--- src/rtl/addsub_serial_if.sv ---
`default_nettype none
// ============================================================================
// Module  : addsub_serial_if
// Brief   : Start/done request and result bundle for the digit-serial add/sub.
// Revision: 1.0 - initial release
// ============================================================================
interface addsub_serial_if #(
    parameter int WIDTH = 8
);
    logic             start;
    logic             op;
    logic [WIDTH-1:0] A;
    logic [WIDTH-1:0] B;
    logic             busy;
    logic             done;
    logic [WIDTH-1:0] R;
    logic             C;
    logic             V;
    logic             N;
    logic             Z;

    modport master (
        output start, op, A, B,
        input  busy, done, R, C, V, N, Z
    );

    modport slave (
        input  start, op, A, B,
        output busy, done, R, C, V, N, Z
    );
endinterface
`default_nettype wire

--- src/rtl/addsub_serial.sv ---
`default_nettype none
// ============================================================================
// Module  : addsub_serial
// Brief   : Digit-serial two's-complement adder/subtractor, LSB digit first,
//           with start/done handshake and C/V/N/Z flags.
// Revision: 1.0 - initial release
// ============================================================================
module addsub_serial #(
    parameter int WIDTH = 8,
    parameter int DIGIT = 4
) (
    input  wire logic     clk,
    input  wire logic     rst,
    addsub_serial_if.slave bus
);
    localparam int NDIG = WIDTH / DIGIT;
    localparam int CW   = (NDIG > 1) ? $clog2(NDIG) : 1;
    localparam logic [CW-1:0] C_LAST = CW'(NDIG - 1);

    typedef enum logic [0:0] {
        IDLE = 1'b0,
        RUN  = 1'b1
    } state_t;

    state_t           r_state;
    logic [WIDTH-1:0] r_a;
    logic [WIDTH-1:0] r_b;
    logic [WIDTH-1:0] r_acc;
    logic [WIDTH-1:0] r_res;
    logic             r_carry;
    logic             r_op;
    logic             r_amsb;
    logic             r_bmsb;
    logic [CW-1:0]    r_cnt;
    logic             r_busy;
    logic             r_done;
    logic             r_c;
    logic             r_v;
    logic             r_n;
    logic             r_z;

    logic [DIGIT:0]   w_dsum;
    logic [WIDTH-1:0] w_sum;
    logic             w_last;

    assign w_dsum = {1'b0, r_a[DIGIT-1:0]} + {1'b0, r_b[DIGIT-1:0]}
                  + {{DIGIT{1'b0}}, r_carry};
    assign w_last = (r_cnt == C_LAST);

    // Each new sum digit enters at the MSB end, so after NDIG digits the
    // accumulator holds the full result in natural bit order.
    generate
        if (DIGIT == WIDTH) begin : g_single
            assign w_sum = w_dsum[DIGIT-1:0];
        end else begin : g_multi
            assign w_sum = {w_dsum[DIGIT-1:0], r_acc[WIDTH-1:DIGIT]};
        end
    endgenerate

    always_ff @(posedge clk) begin
        if (rst) begin
            r_state <= IDLE;
            r_a     <= '0;
            r_b     <= '0;
            r_acc   <= '0;
            r_res   <= '0;
            r_carry <= 1'b0;
            r_op    <= 1'b0;
            r_amsb  <= 1'b0;
            r_bmsb  <= 1'b0;
            r_cnt   <= '0;
            r_busy  <= 1'b0;
            r_done  <= 1'b0;
            r_c     <= 1'b0;
            r_v     <= 1'b0;
            r_n     <= 1'b0;
            r_z     <= 1'b0;
        end else begin
            r_done <= 1'b0;
            case (r_state)
                IDLE: begin
                    if (bus.start) begin
                        // Subtraction is A + ~B + 1: invert B, seed carry with op.
                        r_a     <= bus.A;
                        r_b     <= bus.B ^ {WIDTH{bus.op}};
                        r_carry <= bus.op;
                        r_op    <= bus.op;
                        r_amsb  <= bus.A[WIDTH-1];
                        r_bmsb  <= bus.B[WIDTH-1] ^ bus.op;
                        r_cnt   <= '0;
                        r_busy  <= 1'b1;
                        r_state <= RUN;
                    end
                end
                RUN: begin
                    r_a     <= r_a >> DIGIT;
                    r_b     <= r_b >> DIGIT;
                    r_acc   <= w_sum;
                    r_carry <= w_dsum[DIGIT];
                    r_cnt   <= r_cnt + CW'(1);
                    if (w_last) begin
                        r_res   <= w_sum;
                        r_c     <= r_op ^ w_dsum[DIGIT];
                        r_v     <= (r_amsb == r_bmsb) && (w_sum[WIDTH-1] != r_amsb);
                        r_n     <= w_sum[WIDTH-1];
                        r_z     <= (w_sum == '0);
                        r_done  <= 1'b1;
                        r_busy  <= 1'b0;
                        r_state <= IDLE;
                    end
                end
                default: r_state <= IDLE;
            endcase
        end
    end

    assign bus.busy = r_busy;
    assign bus.done = r_done;
    assign bus.R    = r_res;
    assign bus.C    = r_c;
    assign bus.V    = r_v;
    assign bus.N    = r_n;
    assign bus.Z    = r_z;
endmodule
`default_nettype wire

--- src/flat_wrapper.sv ---
// flat-port wrapper written by rule: the top's interface ports become plain ports
module addsub_serial_flat 
#(
    parameter int WIDTH = 8,
    parameter int DIGIT = 4
)
  (clk, rst, bus_start, bus_op, bus_A, bus_B, bus_busy, bus_done, bus_R, bus_C, bus_V, bus_N, bus_Z);
  addsub_serial_if #(.WIDTH(WIDTH)) bus_i ();
  input  wire logic clk;
  input  wire logic rst;
  input wire logic [$bits(bus_i.start)-1:0] bus_start;
  input wire logic [$bits(bus_i.op)-1:0] bus_op;
  input wire logic [$bits(bus_i.A)-1:0] bus_A;
  input wire logic [$bits(bus_i.B)-1:0] bus_B;
  output wire logic [$bits(bus_i.busy)-1:0] bus_busy;
  output wire logic [$bits(bus_i.done)-1:0] bus_done;
  output wire logic [$bits(bus_i.R)-1:0] bus_R;
  output wire logic [$bits(bus_i.C)-1:0] bus_C;
  output wire logic [$bits(bus_i.V)-1:0] bus_V;
  output wire logic [$bits(bus_i.N)-1:0] bus_N;
  output wire logic [$bits(bus_i.Z)-1:0] bus_Z;
  assign bus_i.start = bus_start;
  assign bus_i.op = bus_op;
  assign bus_i.A = bus_A;
  assign bus_i.B = bus_B;
  assign bus_busy = bus_i.busy;
  assign bus_done = bus_i.done;
  assign bus_R = bus_i.R;
  assign bus_C = bus_i.C;
  assign bus_V = bus_i.V;
  assign bus_N = bus_i.N;
  assign bus_Z = bus_i.Z;
  addsub_serial #(.WIDTH(WIDTH), .DIGIT(DIGIT)) u_core (.clk(clk), .rst(rst), .bus(bus_i));
endmodule
--- config.mk ---
export PLATFORM = sky130hd
export DESIGN_NAME = addsub_serial_flat
export DESIGN_NICKNAME = d
export VERILOG_FILES = /design/src/rtl/addsub_serial_if.sv /design/src/rtl/addsub_serial.sv /design/src/flat_wrapper.sv
export SDC_FILE = /design/constraint.sdc
export NUM_CORES = 1
export LEC_CHECK = 0
export BUFFER_PORTS_ARGS = -buffer_cell sky130_fd_sc_hd__buf_2
export CAP_MARGIN = 20
export CORE_MARGIN = 3
export CORE_UTILIZATION = 25
export DETAILED_ROUTE_END_ITERATION = 6
export SYNTH_ARGS = -nofsm -noshare
export SYNTH_HDL_FRONTEND = slang
export SYNTH_SLANG_ARGS = --single-unit
export TNS_END_PERCENT = 100
--- constraint.sdc ---
create_clock -name clk -period 2.4 [get_ports clk]
set_clock_uncertainty 0.05 [all_clocks]
set_input_delay 0.12 -clock clk [delete_from_list [all_inputs] [get_ports clk]]
set_output_delay 0.12 -clock clk [all_outputs]
set_load 0.05 [all_outputs]
Word-level counts from Yosys, hierarchy flattened. Index checks and enable logic that the tools add are counted.

Equality and inequality tests: 4. Reductions and logical operators: 6. Bitwise logic cells: 4. Add/subtract/negate cells: 3. Mux-type cells: 15.

Operators by type and width (number): one-hot mux 8 bit (2 select lines) (2); two-way mux 8 bit (2); logical NOT 8 bit (1); one-hot mux 1 bit (2 select lines) (4); XOR 8 bit (1); two-way mux 1 bit (7); AND reduction 2 bit (3); adder 4 x 4 -> 5 bit (1); adder 5 x 1 -> 5 bit (1); != test 2 bit, second input constant (2); OR reduction 2 bit (1); XOR 1 bit (2); adder 1 bit, second input constant (1); equality test 1 bit (1); logical AND 1 bit (1); != test 1 bit (1); NOT 1 bit (1).

Logic and storage cells: 48. Flip-flop bits (word level): 44.

Logic depth before layout (Yosys ltp). Gate-level depths: netlist of run 1.

Word-level depth: 4. Gate-level depth with buffers: 6. Mapped depth without buffers: 6.

Worst setup path before layout of run 1. OpenSTA, ideal clock, no wires.

Path kind: register to register. Start point: register u_core.r_carry. End point: register u_core.r_c, in the netlist u_core.bus.C. Buffers on the path: 0. Cell stages (with the launch flop): 7. Setup time: 0.118 ns. Path slack: 0.520 ns. Period minus slack after synthesis: 1.880 ns. Arrival time: 1.712 ns. Path through: dfxtp_1 fa_1 fa_1 a21o_1 a21oi_1 xor2_1 o21ai_1.

Longest elaborated chain between the ends: 2.

RTL lines: start, declared (RTL line addsub_serial.sv:30) `logic r_carry;`; start signal, assigned (RTL line addsub_serial.sv:86) `r_carry <= bus.op;`; start signal, assigned (RTL line addsub_serial.sv:99) `r_carry <= w_dsum[DIGIT];`; adder 5 x 1 -> 5 bit (RTL line addsub_serial.sv:47) `+ {{DIGIT{1'b0}}, r_carry};`; XOR 1 bit (RTL line addsub_serial.sv:103) `r_c <= r_op ^ w_dsum[DIGIT];`; end signal, assigned (RTL line addsub_serial.sv:103); end, declared (RTL line addsub_serial.sv:37) `logic r_c;`.

No other way between the ends. A chain may end at the register's enable or synchronous reset.

Final worst setup path of run 1. Ends and elaborated chain as after synthesis.

==> results of run 1 <==
worst max path at each step:
stage | from | to | slack [ns] | depth (start not counted)
after CTS | u_core.r_carry | u_core.bus.C | 0.41 | 6
after global routing | u_core.r_carry | u_core.bus.Z | 0.32 | 5
after global placement | u_core.r_carry | u_core.bus.C | 0.46 | 6
after floorplan | u_core.r_carry | u_core.bus.C | 0.52 | 6
after detailed placement | u_core.r_carry | u_core.bus.C | 0.42 | 6
final | u_core.r_carry | u_core.bus.C | 0.42 | 6
power breakdown:
part / switching (mW) / internal [mW]
Sequential: 0.0334 / 0.682
Combinational: 0.111 / 0.0854
Clock: 0.232 / 0.336
stage by stage:
| stage | cell area, um^2 | hold slack [ns] | cells | setup WS [ns] |
|---|---|---|---|---|
| 6_report | 2008 | 0.01134 | 282 | 0.4200 |
| 5_1_grt | 2008 | 0.05163 | 282 | 0.3241 |
| 4_1_cts | 1998 | 0.0008291 | 281 | 0.4080 |
| 3_5_place_dp | 1881 | 0.3157 | 273 | 0.4237 |
| 3_3_place_gp | 1881 | 0.3050 | 273 | 0.4557 |
| 2_1_floorplan | 1684 | 0.2172 | 174 | 0.5201 |
cell usage in the layout (no fill, tap or decap), drive strengths merged:
cell | synthesis | final
nand4 | 1 | 1
mux2i | 12 | 12
a211oi | 12 | 12
inv | 2 | 2
clkinv | 1 | 2
dlygate4sd3 | 0 | 1
clkbuf | 2 | 6
a31o | 1 | 1
a211o | 1 | 1
fa | 2 | 2
o21ai | 3 | 3
dfxtp | 39 | 39
nand2 | 5 | 5
a21oi | 12 | 12
a21o | 2 | 2
xnor2 | 10 | 10
buf | 11 | 35
nor2 | 33 | 33
nor3 | 1 | 1
nor2b | 2 | 2
o21a | 2 | 2
nor4 | 1 | 1
bufinv | 0 | 1
nand3 | 3 | 3
xor2 | 1 | 1
nor3b | 2 | 2
a22o | 7 | 7
or3 | 1 | 1
or2 | 1 | 1
o211ai | 1 | 1
ha | 3 | 3
state kept, by name, indices dropped and copies added (netlist names):
name             flops
u_core.r_a           8
u_core.bus.busy      1
u_core.bus.N         1
u_core.bus.C         1
u_core.r_acc         4
u_core.r_amsb        1
u_core.r_b           8
u_core.r_bmsb        1
u_core.r_carry       1
u_core.bus.V         1
u_core.bus.Z         1
u_core.r_cnt         1
u_core.r_op          1
u_core.bus.R         7
u_core.r_state       1
u_core.bus.done      1
metal layers:
layer	wire length, um	vias to the layer above
met4	65	0
li1	-	664
met3	278	7
met5	0	-
met2	1514	45
met1	1549	567
logic make-up (layout without fill, tap and decap cells):
kind of cell | Yosys count | count (layout) | share of synthesized area
simple gates | 50 | 50 | 0.1308
compound gates | 41 | 41 | 0.1761
flops | 39 | 39 | 0.4636
buf+inv | 16 | 47 | 0.05497
mux | 12 | 12 | 0.07133
xor+xnor | 11 | 11 | 0.05721
fa+ha+maj | 5 | 5 | 0.04607
what timing repair did:
| item | CTS | global route |
|---|---|---|
| buffers inserted | 0 | 0 |
| resized for setup | 0 | 0 |
| hold endpoints to repair | 0 | 1 |
| hold buffers | 0 | 1 |
| endpoints found under the setup margin | 0 | 0 |
final cells by class:
type	instances	area share
well taps	77	0.04797
clock buffers	6	0.04112
repair buffers	36	0.09470
clock inverters	2	0.01745
flip-flops and latches	39	0.3888
inverters	3	0.006231
multi-input cells	119	0.4037
worst max-delay path, cell delays in order (launching register included):
cell and delay (ns):
dfxtp_1 0.34, fa_1 0.46, fa_1 0.41, a21o_1 0.17
a21oi_1 0.20, xor2_1 0.17, o21ai_1 0.07
==> metrics.log, run 1 <==
[metrics] status: finished clean
[metrics] top-level I/O count: 34
[metrics] minimum clock period: 1.980 ns
[metrics] share of the synthesized area in the top cell type: 0.4636
[metrics] First-pass DRT Iterations: 4
[metrics] kind of path behind the tightest hold check: primary input to flop
[metrics] level count of the clock H-tree: 2
[metrics] largest net degree at the start of global routing: 26
[metrics] startpoint of the lowest-slack register-to-register path: u_core.r_carry
[metrics] height of the chip: 88.08 um
[metrics] Worst EP arrival: 2.12 ns
[metrics] slack of the worst reg-to-reg path: 0.42 ns
[metrics] top fanout value on the critical path: 2
[metrics] DRC Markers: 0
[metrics] Antenna Cells: 0
[metrics] final critical-path share of the clock period: 0.8250
[metrics] count of endpoints failing setup in the final report: 0
[metrics] average instance area after synthesis: 9.679 um^2
[metrics] required time worst endpoint: 2.54 ns
[metrics] leading post-synthesis cells by instance count: 39 x dfxtp_1, 33 x nor2_1, 12 x a211oi_1, 12 x mux2i_1
[metrics] peak-usage layer in the global routing report: met2
[metrics] global-route track usage on met2: 0.1459
[metrics] number of maximum-capacitance violations: 0
[metrics] total power per unit cell area: 737.0 nW/um^2
[metrics] Pins Over Slew Limit: 0
[metrics] number of synthesized flops with an enable pin: 0
[metrics] synth-to-layout area growth: 19.24%
[metrics] antenna-violating nets left: 0
[metrics] post-route setup TNS: 0 ns
[metrics] cell type contributing the most total cell area after synthesis: dfxtp_1
[metrics] worst hold path stage count: 3
[metrics] R2R Path End: u_core.bus.C
[metrics] Vias: 1283
[metrics] vias per cell: 4.550
[metrics] post-DP HPWL: 2451 um
[metrics] clock buffers created by TritonCTS: 5
[metrics] FFs w/ async S/R, synth: 0
[metrics] Final Hold Vio Count: 0
[metrics] transition at the pin with the smallest max-transition slack: 0.8055 ns
[metrics] Die Width: 88.08 um
[metrics] primary flip-flop cell chosen by synthesis mapping: dfxtp_1
[metrics] # nets final: 229
[metrics] starting density of the core: 0.2622
[metrics] Clock Sinks: 39
[metrics] achievable frequency: 505.1 MHz
[metrics] clock-pin slew of the registers on the worst-case setup and hold paths: 0.08 ns
[metrics] Rows: 29
[metrics] leakage power summed over all cells: 0.8749 nW
[metrics] global-route met1 utilization: 0.1234
[metrics] First DRT Iteration DRCs: 62
[metrics] largest cells by area after synthesis: dfxtp_1 46%, nor2_1 7.4%, mux2i_1 7.1%, a211oi_1 5.3%, xnor2_1 5.2%
[metrics] post-detailed-routing wire length: 3409 um
[metrics] clock tree from TritonCTS: done
[metrics] sum of overflow across all layers after global routing: 0
[metrics] area used by multi-input combinational logic: 810.8 um^2
[metrics] syn nets: 199
[metrics] Core Footprint: 6422 um^2
[metrics] Synth Instances: 174
[metrics] worst min-delay path endpoint: u_core.r_a[4]
[metrics] insertion delay to the later sink of the worst-skew pair: 0.29 ns
[metrics] GR Util All Layers: 0.09680
[metrics] number of global-route vias before repair: 1185
[metrics] Power Total: 1.480 mW
[metrics] Critical Path Start Type: flop
[metrics] class of the most critical setup path: flop to flop
[metrics] RSZ-0062 raised after global routing: false
[metrics] Max rail drop VDD: 0.2485 mV
[metrics] routability congestion estimate: 0.7330
[metrics] ratio of cells with drive above 1 in the final layout: 0.2341
[metrics] area taken by flip-flops and latches: 780.7 um^2
[metrics] number of antenna violations at the first check in global routing: 0
[metrics] routed len/inst: 12.09 um
[metrics] most common cell in the synthesized netlist: dfxtp_1
[metrics] normalized max-slew margin: 0.4622
[metrics] count of different cell masters after synthesis: 37
[metrics] sequential share of the synthesized area: 0.4636
[metrics] root cell of the clock tree: clkbuf_8
[metrics] origin of the worst min-delay path: bus_A[4]
[metrics] FF+latch count, synth: 39
[metrics] maximum clock insertion buffer count: 2
[metrics] post-route core utilization: 0.3127
[metrics] global-route wire length before repair: 5678 um
[metrics] global-route track usage on met3: 0.03198
[metrics] Netlist Area Pre-Place: 1684 um^2
[metrics] path depth of the worst reg2reg path: 6
[metrics] capturing element type of the critical path: flop
[metrics] Yosys warning count: 0
[metrics] die area: 7757 um^2
[metrics] IO Port Bufs: 33
[metrics] Filler cells: 656
Note: power is estimated with default switching activity, not from simulation.
==> run 2, diff against run 1 <==
--- a/config.mk
+++ b/config.mk
@@ -5,6 +5,7 @@
 export SDC_FILE = /design/constraint.sdc
 export NUM_CORES = 1
 export LEC_CHECK = 0
+export ABC_AREA = 1
 export BUFFER_PORTS_ARGS = -buffer_cell sky130_fd_sc_hd__buf_2
 export CAP_MARGIN = 20
 export CORE_MARGIN = 3
==> constraint.sdc (replaced) <==
create_clock -name clk -period 1.6 [get_ports clk]
set_clock_uncertainty 0.05 [all_clocks]
set_input_delay 0.08 -clock clk [delete_from_list [all_inputs] [get_ports clk]]
set_output_delay 0.08 -clock clk [all_outputs]
set_load 0.05 [all_outputs]
==> metrics.log, run 2 <==
[metrics] status: complete, but fails checks
[metrics] violations in the final reports: negative setup slack
[metrics] post-route insts no fill: 327
[metrics] cell family with the largest share of critical-path delay: adder cells
[metrics] Worst EP arrival: 1.84 ns
[metrics] class of the most critical setup path: flop to flop
[metrics] number of antenna violations at the first check in global routing: 0
[metrics] count of cell instances traversed by the critical path: 7
[metrics] leading cell type in the layout, fill and taps excluded: nand2_1
[metrics] crit-path max cell delay: 0.54 ns
[metrics] vias per cell: 4.287
[metrics] Core Footprint: 6531 um^2
[metrics] level count of the clock H-tree: 2
[metrics] slack of the critical path: -0.1031 ns
[metrics] FFs w/ async S/R, synth: 0
[metrics] RSZ-0062 raised after global routing: true
[metrics] synth-to-layout area growth: 22.10%
[metrics] startpoint of the lowest-slack register-to-register path: u_core.r_a[0]
[metrics] path depth of the worst reg2reg path: 7
[metrics] leakage power summed over all cells: 0.9876 nW
[metrics] number of synthesized flops with an enable pin: 0
[metrics] average instance area after synthesis: 8.237 um^2
[metrics] First DRT Iteration DRCs: 46
[metrics] Rows: 29
[metrics] post-detailed-routing wire length: 3784 um
[metrics] Synth Instances: 211
[metrics] R2R Path End: u_core.bus.Z
[metrics] cell-by-cell listing of the critical path: fa_2, fa_2, inv_2, nand4_1, nor3_2, nand2_1, nand2_1
[metrics] Filler cells: 708
[metrics] total power per unit cell area: 981.9 nW/um^2
[metrics] antenna-violating nets left: 0
[metrics] Netlist Area Pre-Place: 1738 um^2
[metrics] post-DP HPWL: 2911 um
[metrics] height of the chip: 89.38 um
[metrics] Final Hold Vio Count: 0
[metrics] insertion delay to the later sink of the worst-skew pair: 0.29 ns
[metrics] top fanout value on the critical path: 3
[metrics] starting density of the core: 0.2661
[metrics] root cell of the clock tree: clkbuf_8
[metrics] slowest stage cell, crit path: fa_2
[metrics] post-route setup TNS: -0.1977 ns
[metrics] routed len/inst: 11.57 um
[metrics] die area: 7988 um^2
[metrics] global-route wire length before repair: 6679 um
[metrics] largest cells by area after synthesis: dfxtp_1 45%, nand2_1 13%, o21ai_0 4.6%, inv_1 4.5%, nand3_1 4.3%
[metrics] top-level I/O count: 34
[metrics] Critical Path Start Type: flop
[metrics] achievable frequency: 587.2 MHz
[metrics] Yosys warning count: 0
[metrics] Pins Over Slew Limit: 0
[metrics] DRC Markers: 0
[metrics] leading post-synthesis cells by instance count: 58 x nand2_1, 39 x dfxtp_1, 21 x inv_1, 16 x o21ai_0, 15 x nand3_1
[metrics] capturing element type of the critical path: flop
[metrics] routability congestion estimate: 0.8149
[metrics] most common cell in the synthesized netlist: nand2_1
[metrics] ratio of cells with drive above 1 in the final layout: 0.2640
[metrics] final critical-path share of the clock period: 1.064
[metrics] Power Total: 2.084 mW
[metrics] kind of path behind the tightest hold check: primary input to flop
[metrics] destination of the critical timing path: u_core.bus.Z
[metrics] number of global-route vias before repair: 1405
[metrics] FF+latch count, synth: 39
[metrics] most frequent cells in the layout: 56 x nand2_1, 38 x dfxtp_1, 33 x buf_2, 19 x inv_1, 15 x nand3_1
[metrics] sequential share of the synthesized area: 0.4492
[metrics] post-route core utilization: 0.3249
[metrics] count of different cell masters after synthesis: 26
[metrics] Critical path origin: u_core.r_a[0]
[metrics] placed cell count: 316
[metrics] area taken by flip-flops and latches: 782.0 um^2
[metrics] number of maximum-capacitance violations: 0
[metrics] GR Util All Layers: 0.1093
[metrics] primary flip-flop cell chosen by synthesis mapping: dfxtp_1
[metrics] cell type contributing the most total cell area after synthesis: dfxtp_1
[metrics] largest net degree at the start of global routing: 19
[metrics] Antenna Cells: 0
[metrics] minimum clock period: 1.703 ns
[metrics] transition at the pin with the smallest max-transition slack: 0.5225 ns
[metrics] sum of overflow across all layers after global routing: 0
[metrics] area used by multi-input combinational logic: 824.5 um^2
[metrics] Clock Sinks: 39
[metrics] First-pass DRT Iterations: 4
[metrics] normalized max-slew margin: 0.6513
[metrics] Setup Buffers After CTS: 0
[metrics] IO Port Bufs: 33
[metrics] maximum clock insertion buffer count: 2
[metrics] combined buffer and inverter count along the critical path: 1
[metrics] clock-pin slew of the registers on the worst-case setup and hold paths: 0.07 ns
[metrics] clock tree from TritonCTS: done
[metrics] slack of the worst reg-to-reg path: -0.10 ns
[metrics] Vias: 1402
[metrics] share of the synthesized area in the top cell type: 0.4492
[metrics] count of endpoints failing setup in the final report: 4
[metrics] syn nets: 236
[metrics] clock buffers created by TritonCTS: 5
[metrics] required time worst endpoint: 1.74 ns
[metrics] # nets final: 274
[metrics] Die Width: 89.38 um
[metrics] Max rail drop VDD: 0.3460 mV
run 2: cell types whose count changed after synthesis, moves of 4 or more:
| cell | before | now |
|---|---|---|
| a211oi_1 | 12 | 0 |
| a22o_1 | 7 | 0 |
| a31oi_1 | 0 | 4 |
| inv_1 | 1 | 21 |
| mux2i_1 | 12 | 0 |
| nand2_1 | 5 | 58 |
| nand3_1 | 2 | 15 |
| nor2_1 | 33 | 5 |
| o21ai_0 | 1 | 16 |
| xnor2_1 | 10 | 3 |
| xor2_1 | 1 | 6 |
run 2: kinds of logic (layout without fill, tap and decap cells):
logic type / count (synthesis) / count (layout) / share of synthesized area
adder cells (fa/ha/maj): 5 / 5 / 0.04464
AO/OA/AOI/OAI: 36 / 36 / 0.1281
XOR/XNOR: 9 / 9 / 0.04536
AND/OR/NAND/NOR: 88 / 88 / 0.2361
flip-flops: 39 / 39 / 0.4492
buffers and inverters: 34 / 73 / 0.09647
run 2: layout make-up:
type,count,area share
Multi-Input combinational cell,138,0.3886
Sequential cell,39,0.3685
Timing Repair Buffer,40,0.1061
Clock buffer,8,0.04717
Tap cell,77,0.04540
Inverter,25,0.04422
run 2: repair_timing:
action | CTS | global route
resized for setup | 5 | 5
endpoints found under the setup margin | 4 | 7
hold endpoints to repair | 3 | 0
pin swaps | 0 | 0
hold buffers | 3 | 0
run 2: worst min-delay path by stage:
stage                     startpoint               to  slack [ns]  depth (start not counted)
after CTS                   bus_A[0]    u_core.r_a[0]        0.01                          5
after global placement      bus_A[6]    u_core.r_a[6]        0.25                          2
final                       bus_A[7]    u_core.r_amsb        0.01                          3
after floorplan                  rst  u_core.bus.done        0.11                          1
after detailed placement    bus_A[6]    u_core.r_a[6]        0.25                          2
after global routing        bus_B[6]    u_core.r_b[6]        0.03                          4
run 2: stage by stage:
step | hold WS [ns] | area [um^2] | setup slack (ns)
6_report | 0.01397 | 2122 | -0.1031
5_1_grt | 0.03070 | 2122 | -0.2333
4_1_cts | 0.01416 | 2110 | -0.1073
3_5_place_dp | 0.2465 | 1969 | -0.1101
3_3_place_gp | 0.2486 | 1969 | -0.09388
2_1_floorplan | 0.1052 | 1752 | -0.02521
run 2: where the power goes:
group / internal [mW] / leakage, nW / switching [mW]
combinational: 0.118 / 0.617 / 0.187
clock: 0.393 / 0.0515 / 0.327
sequential: 1.02 / 0.319 / 0.0371
run 2: worst min-delay path, delay by kind of cell:
kind / cells / cell delay, ns
buf+inv: 2 / 0.12
compound gates: 1 / 0.10
run 2: layer usage:
layer | vias to the layer above | wire, um | GRT usage
met5 | - | 0 | 0
met4 | 0 | 48 | 0.04871
met3 | 4 | 216 | 0.03134
met2 | 32 | 1583 | 0.1574
met1 | 616 | 1935 | 0.1506
li1 | 750 | - | -
